$ cat config.mk
export PLATFORM = sky130hd
export DESIGN_NAME = summator_ctrl
export DESIGN_NICKNAME = d
export VERILOG_FILES = /design/src/rtl/summator_pkg.sv /design/src/rtl/hex2sev_segm.sv /design/src/rtl/summator_ctrl_key_press.sv /design/src/rtl/summator_ctrl.sv
export SDC_FILE = /design/constraint.sdc
export NUM_CORES = 1
export LEC_CHECK = 0
export BUFFER_PORTS_ARGS = -buffer_cell sky130_fd_sc_hd__buf_2
export CORE_ASPECT_RATIO = 1.2
export CORE_MARGIN = 8
export CORE_UTILIZATION = 55
export DETAILED_ROUTE_END_ITERATION = 12
export PLACE_DENSITY = 0.73
export SYNTH_ARGS = -nofsm -noshare
export SYNTH_HDL_FRONTEND = slang
export SYNTH_HIERARCHICAL = 1
export SYNTH_SLANG_ARGS = --single-unit
export TNS_END_PERCENT = 50
$ cat constraint.sdc
create_clock -name clk -period 2.8 [get_ports clk]
set_input_delay 0.14 -clock clk [delete_from_list [all_inputs] [get_ports clk]]
set_output_delay 0.14 -clock clk [all_outputs]
set_load 0.005 [all_outputs]
$ cat src/rtl/summator_pkg.sv
// summator_pkg: shared state encoding, operation codes and display constants
package summator_pkg;
  typedef enum logic [1:0] {S_A = 2'd0, S_B = 2'd1, S_RES = 2'd2} state_t;
  localparam logic OP_ADD = 1'b0;
  localparam logic OP_SUB = 1'b1;
  localparam int DATA_W = 8;
  localparam logic [6:0] SEG_BLANK_ERR = 7'b0111111;
endpackage

$ cat src/rtl/hex2sev_segm.sv
// hex2sev_segm: 4-bit value to active-low seven-segment pattern (gfedcba)
module hex2sev_segm
  import summator_pkg::*;
(
  input  logic [3:0] hex,
  output logic [6:0] seg
);
  always_comb begin
    seg = SEG_BLANK_ERR;
    case (hex)
      4'h0: seg = 7'b1000000;
      4'h1: seg = 7'b1111001;
      4'h2: seg = 7'b0100100;
      4'h3: seg = 7'b0110000;
      4'h4: seg = 7'b0011001;
      4'h5: seg = 7'b0010010;
      4'h6: seg = 7'b0000010;
      4'h7: seg = 7'b1111000;
      4'h8: seg = 7'b0000000;
      4'h9: seg = 7'b0010000;
      4'hA: seg = 7'b0001000;
      4'hB: seg = 7'b0000011;
      4'hC: seg = 7'b1000110;
      4'hD: seg = 7'b0100001;
      4'hE: seg = 7'b0000110;
      4'hF: seg = 7'b0001110;
      default: seg = SEG_BLANK_ERR;
    endcase
  end
endmodule

$ cat src/rtl/summator_ctrl_key_press.sv
// key_press: synchronise and debounce an active-low key, emit one pulse per accepted press
module key_press #(
  parameter int DEBOUNCE_CYCLES = 500000,
  parameter int SYNC_STAGES = 2
) (
  input  logic clk,
  input  logic rst_n,
  input  logic key,
  output logic press
);
  localparam int CW = $clog2(DEBOUNCE_CYCLES + 1);
  logic [SYNC_STAGES-1:0] sync;
  logic [CW-1:0] cnt;
  logic level, level_d, synced, accept;
  assign synced = sync[SYNC_STAGES-1];
  assign accept = (synced != level) && (cnt == CW'(DEBOUNCE_CYCLES - 1));
  always_ff @(posedge clk or negedge rst_n) begin
    if (!rst_n) begin
      sync <= '1;
      cnt <= '0;
      level <= 1'b1;
      level_d <= 1'b1;
      press <= 1'b0;
    end else begin
      sync <= SYNC_STAGES'({sync, key});
      cnt <= (synced == level || accept) ? '0 : cnt + 1'b1;
      level <= accept ? synced : level;
      level_d <= level;
      press <= level_d & ~level;
    end
  end
endmodule

$ cat src/rtl/summator_ctrl.sv
// summator_ctrl: key-driven A/B capture, add/sub, LED and seven-segment result display
module summator_ctrl
  import summator_pkg::*;
#(
  parameter int DEBOUNCE_CYCLES = 500000,
  parameter int SYNC_STAGES = 2
) (
  input  logic              clk,
  input  logic              rst_n,
  input  logic              button1,
  input  logic              button2,
  input  logic [DATA_W-1:0] switch1,
  output logic [DATA_W-1:0] ledR1,
  output logic              ledR17,
  output logic [DATA_W-1:0] ledG,
  output logic              ledG8,
  output logic [6:0]        hex4,
  output logic [6:0]        hex5,
  output logic [6:0]        hex6,
  output logic [6:0]        hex7
);
  state_t state, state_n;
  logic op, op_n, load, opp;
  logic [DATA_W-1:0] opa, opa_n, ops_cnt, ops_n, disp;
  logic [DATA_W:0] result, result_n;
  key_press #(.DEBOUNCE_CYCLES(DEBOUNCE_CYCLES), .SYNC_STAGES(SYNC_STAGES))
    u_load (.clk(clk), .rst_n(rst_n), .key(button1), .press(load));
  key_press #(.DEBOUNCE_CYCLES(DEBOUNCE_CYCLES), .SYNC_STAGES(SYNC_STAGES))
    u_op (.clk(clk), .rst_n(rst_n), .key(button2), .press(opp));
  always_ff @(posedge clk or negedge rst_n) begin
    if (!rst_n) begin
      state <= S_A;
      op <= OP_ADD;
      opa <= '0;
      result <= '0;
      ops_cnt <= '0;
    end else begin
      state <= state_n;
      op <= op_n;
      opa <= opa_n;
      result <= result_n;
      ops_cnt <= ops_n;
    end
  end
  // op toggles before the result is formed, so a coincident OP press applies to this result
  always_comb begin
    op_n = (opp && state != S_RES) ? ~op : op;
    state_n = !load ? state : state == S_A ? S_B : state == S_B ? S_RES : S_A;
    opa_n = (load && state == S_A) ? switch1 : opa;
    result_n = !(load && state == S_B) ? result :
               op_n == OP_SUB ? {1'b0, opa} - {1'b0, switch1} : {1'b0, opa} + {1'b0, switch1};
    ops_n = (load && state == S_B) ? ops_cnt + 1'b1 : ops_cnt;
  end
  assign ledR1 = switch1;
  assign ledR17 = op;
  assign ledG = state == S_RES ? result[DATA_W-1:0] : '0;
  assign ledG8 = state == S_RES && result[DATA_W];
  assign disp = state == S_RES ? result[DATA_W-1:0] : switch1;
  hex2sev_segm u_hex4 (.hex(disp[3:0]), .seg(hex4));
  hex2sev_segm u_hex5 (.hex(disp[7:4]), .seg(hex5));
  hex2sev_segm u_hex6 (.hex(ops_cnt[3:0]), .seg(hex6));
  hex2sev_segm u_hex7 (.hex(ops_cnt[7:4]), .seg(hex7));
endmodule

* Word level (Yosys, flattened, before mapping) *
Memories as Yosys holds them, arrays and structs flattened.
Index checks and enable logic that the tools add are counted.

word-level totals
  flip-flop bits (word level) = 76
  bits in read-only memories = 448
  output and inout bits = 46
  logic and storage cells = 55
  memories = 4

cells by class
  add/sub/neg operators = 5
  equality and inequality tests = 9
  multiplexer cells = 8
  bitwise logic cells = 5
  reductions and logical operators = 9

memories
  name              depth  bits a word  read ports  clocked after memory_dff  write ports  RTL line            text
  (name not given)  16     7            1           0                         0            hex2sev_segm.sv:10  case (hex)
  (name not given)  16     7            1           0                         0            hex2sev_segm.sv:10
  (name not given)  16     7            1           0                         0            hex2sev_segm.sv:10
  (name not given)  16     7            1           0                         0            hex2sev_segm.sv:10

operator list
  operator               number
  $add 19x1->19 const B  2
  $eq 19x19->1 const B   2
  $mux 19                2
  $mux 8                 2
  $add 8x8->9            1
  $mux 9                 1
  $sub 8x8->9            1
  $add 8x1->8 const B    1
  $logic_and 1x1->1      6
  $mux 2                 2
  $not 1->1              3
  $and 1x1->1            2
  $eq 1x1->1             2
  $eq 2x1->1 const B     1
  $eq 2x2->1 const B     1
  $logic_not 2->1        1
  $logic_or 1x1->1       2
  $ne 1x1->1             2
  $ne 2x2->1 const B     1
  $mux 1                 1

* Depth between registers and ports, before layout *
  word-level depth = 4
  depth in mapped cells = 13
  gate-level depth less buffers = 12

* By module *
Netlist, hierarchy kept.

modules (own cells, without submodules)
  module         instances  cells an instance  area an instance (sq um)
  key_press      2          107                1,143.6
  summator_ctrl  1          181                1,808.0
  hex2sev_segm   4          32                 275.3

* Worst setup path before layout *
OpenSTA, ideal clock, no wires.

  path kind = flip-flop to flip-flop
  from = reg state[0]
  to = reg result[8]
  library setup time = 0.132 ns
  arrival = 2.309 ns
  slack = 0.359 ns
  stages on the path, launching flop included = 13
  path buffers = 1
  period minus slack after synthesis = 2.441 ns
  cells stage by stage = dfrtp_1 nand2b_1 buf_4 a21boi_4 nor2_8 o21ai_2 xor2_1 ha_1 a21o_1 or3_1 o21ai_2 xnor2_1 o21ai_1

on the way
  word-level cells in the longest chain between the ends = 4

ends and longest elaborated chain
  element                   RTL line             text
  start: declaration        summator_ctrl.sv:22  state_t state, state_n;
  start signal: assignment  summator_ctrl.sv:38  state <= state_n;
  $ne 2x2->1                summator_ctrl.sv:47  op_n = (opp && state != S_RES) ? ~op : op;
  $logic_and 1x1->1         summator_ctrl.sv:47
  $mux 1                    summator_ctrl.sv:47
  $mux 9                    summator_ctrl.sv:51  op_n == OP_SUB ? {1'b0, opa} - {1'b0, switch1} : {1'b0, opa} + {1'b0, switch1};
  end signal: assignment    summator_ctrl.sv:41  result <= result_n;
  end: declaration          summator_ctrl.sv:25  logic [DATA_W:0] result, result_n;

Parallel ways exist; a longest one is shown, timed or not.
A chain may end at the register's enable or synchronous reset.

* Worst setup path in the final report *
  from = reg state[1]
  to = out hex4[0]

on the way
  word-level cells in the longest chain between the ends = 3

ends and longest elaborated chain
  element           RTL line             text
  $eq 2x2->1        summator_ctrl.sv:58  assign disp = state == S_RES ? result[DATA_W-1:0] : switch1;
  $mux 8            summator_ctrl.sv:58
  via disp[1]       summator_ctrl.sv:24  logic [DATA_W-1:0] opa, opa_n, ops_cnt, ops_n, disp;
  $mem_v2 16x7      -
  end: declaration  summator_ctrl.sv:17  output logic [6:0] hex4,

The timed path passes the listed nets, and every way through them passes these cells.

==> results by group <==
Status
  – Status: finished clean

Yosys
  – Synth warnings: 6
  – Syn nets: between 500 and 600
  – Post-Syn Area: 5196 µm²
  – Post-Syn Instances: roughly 520
  – Number of enable flip-flop cells after synthesis: 0
  – #FFs+latches synth: 76
  – Post-synthesis sequential area ratio: between 30% and 40%
  – Count of different cell masters after synthesis: a little under 60
  – Syn Area/Cell: around 10 µm²
  – Ys async rst share: 100.0%
  – Ys flop type: dfrtp_1

Routing
  – Residual DRC: 0
  – Via density: ~5.5
  – Routed wire length: ~10 mm
  – Vias after detailed routing: 3901
  – Drt pass-1 iters: 4
  – DRT iter0 DRCs: 145
  – WL per Instance: 14.36 µm
  – Post-DRT Antenna Nets: 0

Die
  – Core Region: ~9400 µm²
  – I/O pin count: between 50 and 60
  – Die area: between 10000 and 15000 µm²
  – Vert. Die Dim: between 100 and 150 µm
  – Row count: 39
  – Chip width: ~100 µm
  – Starting Density: 55.46%

Timing
  – Worst-margin pin slew: just over 0.9 ns
  – Minimum clock period: about 2.6 ns
  – WHS: ~0.10 ns
  – Final-report hold violation count: 0
  – Relative slew slack: about 39%
  – Skew final: between 0.004 and 0.005 ns
  – RSZ-0062 raised after global routing: true
  – Endpoints failing setup: 0
  – Slew Limit Fails: 0
  – Fmax: ~0.38 GHz
  – Crit share post-route: 94.50%

Power and ir drop
  – Worst vdd ir: a little over 400 µV
  – Leak: approximately 2.8 nW
  – Pwr Density: 408.3 nW/µm²
  – Overall power: between 2 and 2.5 mW

Cells and area
  – Most frequent cells in the layout: dfrtp_1, nor2_1, buf_2
  – Commonest non-fill, non-tap cell in the layout: dfrtp_1
  – Layout cells sized above 1: 22.24%
  – Final net count: approximately 630
  – Finished Layout Cells: approximately 700
  – P&R area growth vs syn: 11.61%
  – N_diodes: 0

Placed design
  – DP Wirelength: 7.437 mm
  – Cells after DPL: approximately 700
  – Placer Congestion: just under 0.9
  – Buffers on Ports: 57

Critical path
  – Worst EP required: about 2.7 ns
  – CP max FO: 10
  – CP Class: reg2out
  – Worst Path Arrival: between 2 and 3 ns
  – Setup crit end kind: output port
  – CP startpoint kind: register

Flow run
  – # Max-Cap Violations: 0

Clock tree
  – Clk sink count: between 70 and 80
  – CTS tree: built
  – Worst-skew pair later-pin latency: ~0.33 ns
  – CTS max path bufs: 2
  – CTS Buf Count: 9
  – CTS H-tree depth: 3
  – Clock-pin slew on the worst setup and hold paths: roughly 0.06 ns
  – CTS root buf: clkbuf_16

GRT
  – Pin count of the biggest net entering global routing: a little under 80
  – Number of global-route vias before repair: between 3000 and 4000
  – Initial antenna violation count: 0
  – First-pass GRT wire length: 17.57 mm
  – GRT overflow: 0
  – Gr usage total: between 15 and 20%

Min path
  – HP Class: in2reg
## cell type report
type	count	area (µm²)
Clock inverter	5	31.28
Sequential cell	76	1913
Tap cell	123	153.9
Multi-Input combinational cell	399	3023
Timing Repair Buffer	65	355.3
Clock buffer	11	232.7
Fill cell	814	3570
Inverter	24	90.09
## synth_stat cells (9+ instances only)
cell | count | area share (%)
nand2_1 | 31 | 2.2
ha_1 | 40 | 9.6
nand4_1 | 12 | 1.4
or3_1 | 10 | 1.2
xor2_1 | 20 | 3.4
a21o_1 | 12 | 1.7
nand3_1 | 17 | 1.6
a21oi_1 | 18 | 1.7
dfrtp_1 | 68 | 33
and2_1 | 9 | 1.1
xnor2_1 | 24 | 4.0
buf_4 | 9 | 1.3
mux2i_1 | 16 | 3.1
nor2_1 | 60 | 4.3
o21ai_0 | 25 | 2.4
inv_1 | 23 | 1.7
mux2_2 | 12 | 2.6
## cells by family after synthesis
family / after synthesis / share of synthesized area, %
muxes: 32 / 7.705
DFF: 76 / 36.79
and+or+nand+nor: 195 / 20.61
buffers and inverters: 48 / 5.490
AOI/OAI and AO/OA: 87 / 11.97
adders and majority gates: 41 / 10.02
xor gates and xnor gates: 44 / 7.416
## final timing paths
kind / startpoint / end / slack [ns] / depth (start not counted)
worst max-delay path: state[1] / hex4[0] / 0.15 / 9
worst min-delay path: switch1[1] / opa[1] / 0.10 / 3
worst max register to register: state[1] / result[5] / 0.17 / 12
worst min register to register: u_op/sync[0] / u_op/sync[1] / 0.36 / 0
max in group asynchronous: rst_n / state[1] / 1.66 / 2
min in group asynchronous: rst_n / u_load/cnt[13] / 0.51 / 2
## through the flow
stage | setup TNS (ns) | setup WS, ns | util, % | instance area, µm²
after floorplan | 0 | 0.3586 | - | 5196
after global placement | 0 | 0.2661 | 58.41 | 5473
after detailed placement | 0 | 0.1974 | 58.41 | 5473
after CTS | 0 | 0.09446 | 61.55 | 5767
after global routing | -0.01738 | -0.01738 | 61.90 | 5799
final | 0 | 0.1541 | 61.90 | 5799
## routing by layer
metal	wire length (µm)	GRT usage, %	part of all wire, %
met4	176	7.328	1.7
met5	0	0	0
met2	5084	28.47	50
met3	418	3.414	4.1
met1	4414	18.81	44
## flip-flops by register name, summed over array words and instances, names as in the netlist
signal and cells:
u_op/press 1, u_op/level 1, ops_cnt 8, u_op/level_d 1
u_load/press 1, ledR17 1, u_load/level_d 1, opa 8
u_op/cnt 19, result 9, u_load/sync 2, u_op/sync 2
u_load/level 1, state 2, u_load/cnt 19
## timing repair
action	CTS	global route
hold buffers	3	0
resized for setup	0	8
buffers inserted	0	1
setup endpoints to repair	0	7
hold endpoints to repair	67	0
## where the power goes
| part | switching (mW) | internal, mW | leakage [nW] | total, mW |
|---|---|---|---|---|
| Clock | 0.430 | 0.596 | 0.129 | 1.03 |
| Sequential | 0.00883 | 1.11 | 0.969 | 1.12 |
| Combinational | 0.127 | 0.0938 | 1.69 | 0.221 |
## worst max-delay path, stage by stage (launching register included)
cell and delay, ns:
dfrtp_2 0.46, and2b_4 0.22, and2_1 0.18, a21o_1 0.22, inv_2 0.11, ha_1 0.19, and2b_2 0.23, or3b_1 0.36
o21ai_0 0.07, buf_2 0.13
Note: power is estimated with default switching activity, not from simulation.
